$ cat config.mk
export PLATFORM = sky130hd
export DESIGN_NAME = pc_sequencer
export DESIGN_NICKNAME = d
export VERILOG_FILES = /design/src/rtl/pc_sequencer.sv
export SDC_FILE = /design/constraint.sdc
export NUM_CORES = 1
export LEC_CHECK = 0
export BUFFER_PORTS_ARGS = -buffer_cell sky130_fd_sc_hd__buf_2
export CORE_ASPECT_RATIO = 1.75
export CORE_MARGIN = 2
export CORE_UTILIZATION = 25
export CTS_CLUSTER_SIZE = 24
export DETAILED_ROUTE_END_ITERATION = 7
export MAX_ROUTING_LAYER = met4
export PLACE_DENSITY = 0.48
export SLEW_MARGIN = 20
export SYNTH_ARGS = -nofsm -noshare
export SYNTH_HDL_FRONTEND = slang
export SYNTH_SLANG_ARGS = --single-unit
$ cat constraint.sdc
create_clock -name clk -period 2.3 [get_ports clk]
set_clock_uncertainty 0.15 [all_clocks]
set_input_delay 0.115 -clock clk [delete_from_list [all_inputs] [get_ports clk]]
set_output_delay 0.115 -clock clk [all_outputs]
set_load 0.05 [all_outputs]
$ cat src/rtl/pc_sequencer.sv
// pc_sequencer: sequencing controller for the Y86-64 fetch stage.
//   Owns the architectural PC, fetches one instruction, issues it to the back-end,
//   waits for wb_done, then selects the next PC (valP / valC / valM) and tracks stat.
// Ports: clk/rst (sync, active-high); start; pc/fetch_en to fetch; icode/ifun/valC/valP/
//   halt/instr_valid/imem_error from fetch; issue/icode_q/ifun_q to back-end;
//   wb_done/cnd/valM/dmem_error from back-end; stat/busy status.
// Optional: PC_SEQ_PERF_EN adds a saturating 32-bit instr_retired counter output.
module pc_sequencer #(
  parameter int unsigned   PC_W     = 64,
  parameter logic [PC_W-1:0] RESET_PC = '0
) (
  input  logic            clk,
  input  logic            rst,
  input  logic            start,
  output logic [PC_W-1:0] pc,
  output logic            fetch_en,
  input  logic [3:0]      icode,
  input  logic [3:0]      ifun,
  input  logic [63:0]     valC,
  input  logic [63:0]     valP,
  input  logic            halt,
  input  logic            instr_valid,
  input  logic            imem_error,
  output logic            issue,
  output logic [3:0]      icode_q,
  output logic [3:0]      ifun_q,
  input  logic            wb_done,
  input  logic            cnd,
  input  logic [63:0]     valM,
  input  logic            dmem_error,
  output logic [2:0]      stat,
  output logic            busy
`ifdef PC_SEQ_PERF_EN
  ,
  output logic [31:0]     instr_retired
`endif
);

  localparam logic [2:0] STAT_AOK = 3'd1;
  localparam logic [2:0] STAT_HLT = 3'd2;
  localparam logic [2:0] STAT_ADR = 3'd3;
  localparam logic [2:0] STAT_INS = 3'd4;

  localparam logic [3:0] IC_JXX  = 4'h7;
  localparam logic [3:0] IC_CALL = 4'h8;
  localparam logic [3:0] IC_RET  = 4'h9;

  typedef enum logic [2:0] {
    S_IDLE,
    S_FETCH,
    S_EXEC,
    S_HALTED,
    S_FAULT
  } state_t;

  state_t          state, state_nx;
  logic [PC_W-1:0] pc_nx;
  logic [PC_W-1:0] valc_q, valc_nx;
  logic [PC_W-1:0] valp_q, valp_nx;
  logic [PC_W-1:0] next_pc;
  logic [3:0]      icode_nx, ifun_nx;
  logic [2:0]      stat_nx;
  logic            issue_nx;
  logic            retire;

  // Fetch values are truncated / zero-extended to PC_W; addresses wrap mod 2^PC_W.
  logic [PC_W-1:0] valc_in, valp_in, valm_in;
  assign valc_in = PC_W'(valC);
  assign valp_in = PC_W'(valP);
  assign valm_in = PC_W'(valM);

  assign fetch_en = (state == S_FETCH);
  assign busy     = (state == S_FETCH) || (state == S_EXEC);

  // Target selection uses the latched fetch values so fetch may move on freely.
  always_comb begin
    next_pc = valp_q;
    case (icode_q)
      IC_JXX:  next_pc = cnd ? valc_q : valp_q;
      IC_CALL: next_pc = valc_q;
      IC_RET:  next_pc = valm_in;
      default: next_pc = valp_q;
    endcase
  end

  always_comb begin
    state_nx = state;
    pc_nx    = pc;
    valc_nx  = valc_q;
    valp_nx  = valp_q;
    icode_nx = icode_q;
    ifun_nx  = ifun_q;
    stat_nx  = stat;
    issue_nx = 1'b0;
    retire   = 1'b0;
    case (state)
      S_IDLE: begin
        if (start) state_nx = S_FETCH;
      end
      S_FETCH: begin
        if (imem_error) begin
          state_nx = S_FAULT;
          stat_nx  = STAT_ADR;
        end else if (!instr_valid) begin
          state_nx = S_FAULT;
          stat_nx  = STAT_INS;
        end else if (halt) begin
          state_nx = S_HALTED;
          stat_nx  = STAT_HLT;
        end else begin
          state_nx = S_EXEC;
          icode_nx = icode;
          ifun_nx  = ifun;
          valc_nx  = valc_in;
          valp_nx  = valp_in;
          issue_nx = 1'b1;
        end
      end
      S_EXEC: begin
        if (wb_done) begin
          if (dmem_error) begin
            state_nx = S_FAULT;
            stat_nx  = STAT_ADR;
          end else begin
            state_nx = S_FETCH;
            pc_nx    = next_pc;
            retire   = 1'b1;
          end
        end
      end
      S_HALTED, S_FAULT: begin
        state_nx = state;
      end
      default: begin
        state_nx = S_IDLE;
      end
    endcase
  end

  always_ff @(posedge clk) begin
    if (rst) begin
      state   <= S_IDLE;
      pc      <= RESET_PC;
      valc_q  <= '0;
      valp_q  <= '0;
      icode_q <= '0;
      ifun_q  <= '0;
      stat    <= STAT_AOK;
      issue   <= 1'b0;
    end else begin
      state   <= state_nx;
      pc      <= pc_nx;
      valc_q  <= valc_nx;
      valp_q  <= valp_nx;
      icode_q <= icode_nx;
      ifun_q  <= ifun_nx;
      stat    <= stat_nx;
      issue   <= issue_nx;
    end
  end

`ifdef PC_SEQ_PERF_EN
  always_ff @(posedge clk) begin
    if (rst) begin
      instr_retired <= '0;
    end else if (retire && (instr_retired != 32'hFFFF_FFFF)) begin
      instr_retired <= instr_retired + 32'd1;
    end
  end
`else
  logic unused_retire;
  assign unused_retire = retire;
`endif

endmodule

======== Yosys cells after proc, flatten, opt, wreduce, memory -nomap -nowiden ========
Index checks and enable logic that the tools add are counted.
cells by class
  equality and inequality tests ........... 11
  reductions and logical operators ........ 9
  bitwise operators ....................... 6
  muxes and demuxes ....................... 16
operator list
  cell                count
  $pmux 64 s3         1
  $mux 64             1
  $mux 3              10
  $pmux 3 s4          1
  $eq 4x4->1 const B  2
  $reduce_and 4->1    2
  $eq 3x2->1 const B  2
  $ne 2x2->1 const B  3
  $not 1->1           6
  $pmux 3 s2          1
  $reduce_and 3->1    2
  $eq 4x3->1 const B  1
  $ne 4x3->1 const B  1
  $reduce_or 4->1     1
  $eq 3x1->1 const B  1
  $eq 3x3->1 const B  1
  $logic_not 3->1     1
  $mux 1              2
  $reduce_bool 2->1   1
  $reduce_or 2->1     1
  $logic_or 1x1->1    1
storage, ports and cells
  register bits after elaboration ......... 207
  output and inout bits ................... 78
  bits of input ports ..................... 209

======== Longest topological paths before layout ========
  depth in word-level cells ............... 4
  gate-level depth with buffers ........... 8
  gate-level depth less buffers ........... 4

======== Worst setup path before layout ========
Ideal clock, no wire load.
  path type ............................... reg2reg
  start ................................... register icode_q[3]
  end ..................................... register pc[0]
  data arrival time ....................... 1.857 ns
  required time ........................... 2.022 ns
  stages on the path, launching flop included .. 7
  path slack .............................. 0.165 ns
  setup time .............................. 0.128 ns
  path through ............................ dfxtp_1 > or3b_4 > o21a_1 > buf_2 > buf_2 > a32oi_1 > o21ai_1
on the way
  word-level cells in the longest chain between the ends .. 2
  elaborated cells on any way between the ends .. 4
  classes of those cells .................. 3 x eq/ne; 1 x mux
RTL lines
  element                                          RTL line  RTL
  start, declared                                  25        output logic [3:0] icode_q,
  start signal, assigned                           155       icode_q <= icode_nx;
  $eq 4x4->1 / $eq 4x3->1 (equally long branches)  78        case (icode_q)
  $pmux 64 s3 *                                    78
  end signal, assigned                             152       pc <= pc_nx;
  end, declared                                    15        output logic [PC_W-1:0] pc,
Mark *: on every way between the ends. The rest lies on a longest branch, timed or not.
A chain may end at the register's enable or synchronous reset.

======== Final worst setup path ========
  start ................................... register icode_q[3]
  end ..................................... register pc[9]
The elaborated chain is that of the path after synthesis.

==> results.sh <==
export IMPL_tightestPinTransition_ps=995
export IMPL_crit_required_ps=2590
export IMPL_coreArea_um2=31500
export IMPL_cts_buffers=23
export IMPL_powerDensity_nw_per_um2=662
export IMPL_crit_fanout=25
export IMPL_multi_input_area_um2=3420
export IMPL_p_leak_uw=0.00482
export IMPL_grt_start_max_net_pins=82
export IMPL_timing_final_crit_share=0.876
export IMPL_synth_area_um2=7990
export IMPL_final_setup_tns_ps=0
export IMPL_avgSynthCellArea_um2=8.39
export IMPL_relSlewSlack=0.337
export IMPL_hold_viol_final=0
export IMPL_viasPerCell=4.88
export IMPL_overflow=0
export IMPL_slew_viol_final=0
export IMPL_syn_to_final_growth_pct=58.9
export IMPL_num_rows=86
export IMPL_yosysWarnings=0
export IMPL_power_total_uw=8410
export IMPL_cts_resized=0
export IMPL_detail_route_antenna_nets=0
export IMPL_seq_area_frac_synth=0.519
export IMPL_finalSetupViolCount=0
export IMPL_cp_end_kind="register"
export IMPL_hold_class="input pin to register"
export IMPL_die_area_um2=33500
export IMPL_slowest_stage="dfxtp_1"
export IMPL_rsz0062_at_grt="false"
export IMPL_grt_use_total=0.189
export IMPL_synth_cell_type_count=37
export IMPL_peakVddDrop_v=0.000513
export IMPL_slowest_delay_ps=460
export IMPL_fp_dieW_um=139
export IMPL_fillers=3201
export IMPL_wirelength_mm=32.0
export IMPL_drive_above_1_share=0.250
export IMPL_start_util=0.253
export IMPL_root_buffer="clkbuf_16"
export IMPL_post_cts_buffers=0
export IMPL_fin_area_um2=12700
export IMPL_syn_num_nets=1162
export IMPL_period_needed_ps=2020
export IMPL_die_y_um=241
export IMPL_clk_pin_slew_worst_paths_ps=60
export IMPL_wl_per_cell_um=17.6
export IMPL_syn_inst=953
export IMPL_dp_hpwl_mm=20.0
export IMPL_outcome="completed"
export IMPL_clock_sinks=207
export IMPL_ioPinCount=287
export IMPL_fin_util=0.403
export IMPL_clk_path_buf_depth=3
export IMPL_regArea_um2=4140
export IMPL_start_kind="register"
export IMPL_htree_levels=1
export IMPL_worstPathArrival_ps=2300
export IMPL_cts_hold_buffers=208
export IMPL_path_cells="or3b_4 > o22ai_4 > buf_4 > a22oi_1 > o21ai_1"
export IMPL_drtIter0Drc=318
export IMPL_drt_pass1_iter_count=5
export IMPL_antenna_found_initial=4
export IMPL_grt_pass1_wl_mm=49.1
export IMPL_first_global_vias=9166
export IMPL_final_nets=1616
export IMPL_drc=0
export IMPL_gp_congestion=0.813
export IMPL_io_buffers=286
export IMPL_place_area_um2=9800
export IMPL_max_freq_mhz=496
export IMPL_ys_seq_elements=207
export IMPL_setup_worst_path_class="register to register"
export IMPL_vias=8897
export IMPL_insertion_delay_ps=510
export IMPL_max_cap_viol_count=0
export IMPL_cts_tree="yes"
==> final cells by class <==
cell class,instances,share of cell area
clock buffers,32,0.0527
inverters,5,0.00148
clock inverters,9,0.0102
diodes,6,0.00118
flip-flops and latches,207,0.326
multi-input cells,655,0.270
well taps,396,0.0390
repair buffers,515,0.299
==> metrics by stage <==
stage,worst slack [ps],instances,hold WS (ps)
final,284,1825,234
after CTS,294,1819,206
after global placement,359,1570,207
after floorplan,165,953,101
after global routing,160,1823,230
after detailed placement,329,1570,211
==> critical path: cells and delay by family (launching register included) <==
kind	cells	cell delay (ps)
simple gates	1	460
buf+inv	1	370
flops	1	460
compound gates	3	480
==> power breakdown <==
| group | internal [µW] | total [µW] | switching, µW | leakage (µW) |
|---|---|---|---|---|
| combinational | 447 | 831 | 384 | 0.00276 |
| clock | 2370 | 3900 | 1530 | 0.000389 |
| sequential | 3640 | 3680 | 38.3 | 0.00167 |
| total | 6450 | 8410 | 1950 | 0.00482 |
==> cells by family (layout without fill, tap and decap cells) <==
family,after synthesis,count (layout),synth area share
buf+inv,91,561,0.0565
other cells,0,6,0
simple gates,324,324,0.164
flops,207,207,0.519
compound gates,331,331,0.261
==> sequential cells by signal, summed over array words and instances, names as in the netlist <==
signal / count
stat: 3
issue: 1
ifun_q: 4
pc: 64
valc_q: 64
valp_q: 64
icode_q: 4
state: 3
==> final timing paths <==
check                     startpoint                      end  slack (ps)  cells past startpoint
max reg2reg  icode_q[3]$_SDFFE_PP0P_       pc[9]$_SDFFE_PP0P_         280                      5
min                         valC[32]  valc_q[32]$_SDFFE_PP0P_         230                      4
min reg2reg  valc_q[58]$_SDFFE_PP0P_  valc_q[58]$_SDFFE_PP0P_         300                      2
max          icode_q[3]$_SDFFE_PP0P_       pc[9]$_SDFFE_PP0P_         280                      5
==> Yosys cell counts <==
cell / number / area share
nand4b_1: 1 / 0.0011
dfxtp_1: 207 / 0.52
nor2b_1: 3 / 0.0023
nand4_1: 1 / 0.00078
a21oi_2: 1 / 0.0011
a211oi_1: 2 / 0.0019
a21oi_1: 139 / 0.087
buf_1: 1 / 0.00047
nor4b_1: 1 / 0.0011
o221a_2: 1 / 0.0014
clkbuf_2: 1 / 0.00063
nor2_4: 1 / 0.0014
or3b_4: 1 / 0.0014
nand2_1: 286 / 0.13
o22ai_4: 1 / 0.0025
and4bb_1: 1 / 0.0016
nor2_1: 9 / 0.0042
clkbuf_1: 48 / 0.023
o21a_1: 1 / 0.00094
nand2b_1: 2 / 0.0016
buf_2: 24 / 0.015
buf_4: 3 / 0.0028
inv_1: 5 / 0.0023
nand3_1: 12 / 0.0075
o21ai_0: 1 / 0.00063
o22ai_1: 1 / 0.00078
a32oi_1: 53 / 0.058
buf_6: 9 / 0.013
o31ai_1: 1 / 0.00094
nor3_1: 2 / 0.0013
o22a_1: 1 / 0.0011
a22oi_1: 64 / 0.060
o21ai_1: 53 / 0.033
o211ai_1: 12 / 0.011
nor4b_4: 1 / 0.0030
and2_1: 2 / 0.0016
or3_1: 1 / 0.00078
==> per-layer routing <==
layer  routed length [µm]  vias to the layer above  GRT usage
li1                     -                     4269          -
met1                12000                     4179      0.198
met2                16600                      337      0.340
met3                 1370                      112     0.0231
met4                 2000                        0      0.115
met5                    0                        -          -
==> placed cells by master, fill, tap and decap left out, types with 2 or more instances in the layout <==
cell type / instances
nand3_1: 12
nor3_1: 2
buf_12: 10
clkbuf_1: 3
clkbuf_16: 23
a32oi_1: 53
clkinvlp_4: 2
a22oi_1: 64
a211oi_1: 2
bufinv_16: 3
nand2b_1: 2
clkinv_2: 3
nor2b_1: 3
buf_2: 285
inv_1: 5
clkbuf_8: 6
diode_2: 6
o21ai_1: 53
nand2_1: 284
o211ai_1: 12
buf_4: 12
dfxtp_1: 207
dlygate4sd3_1: 208
nor2_1: 9
a21oi_1: 139
Note: power is estimated with default switching activity, not from simulation.
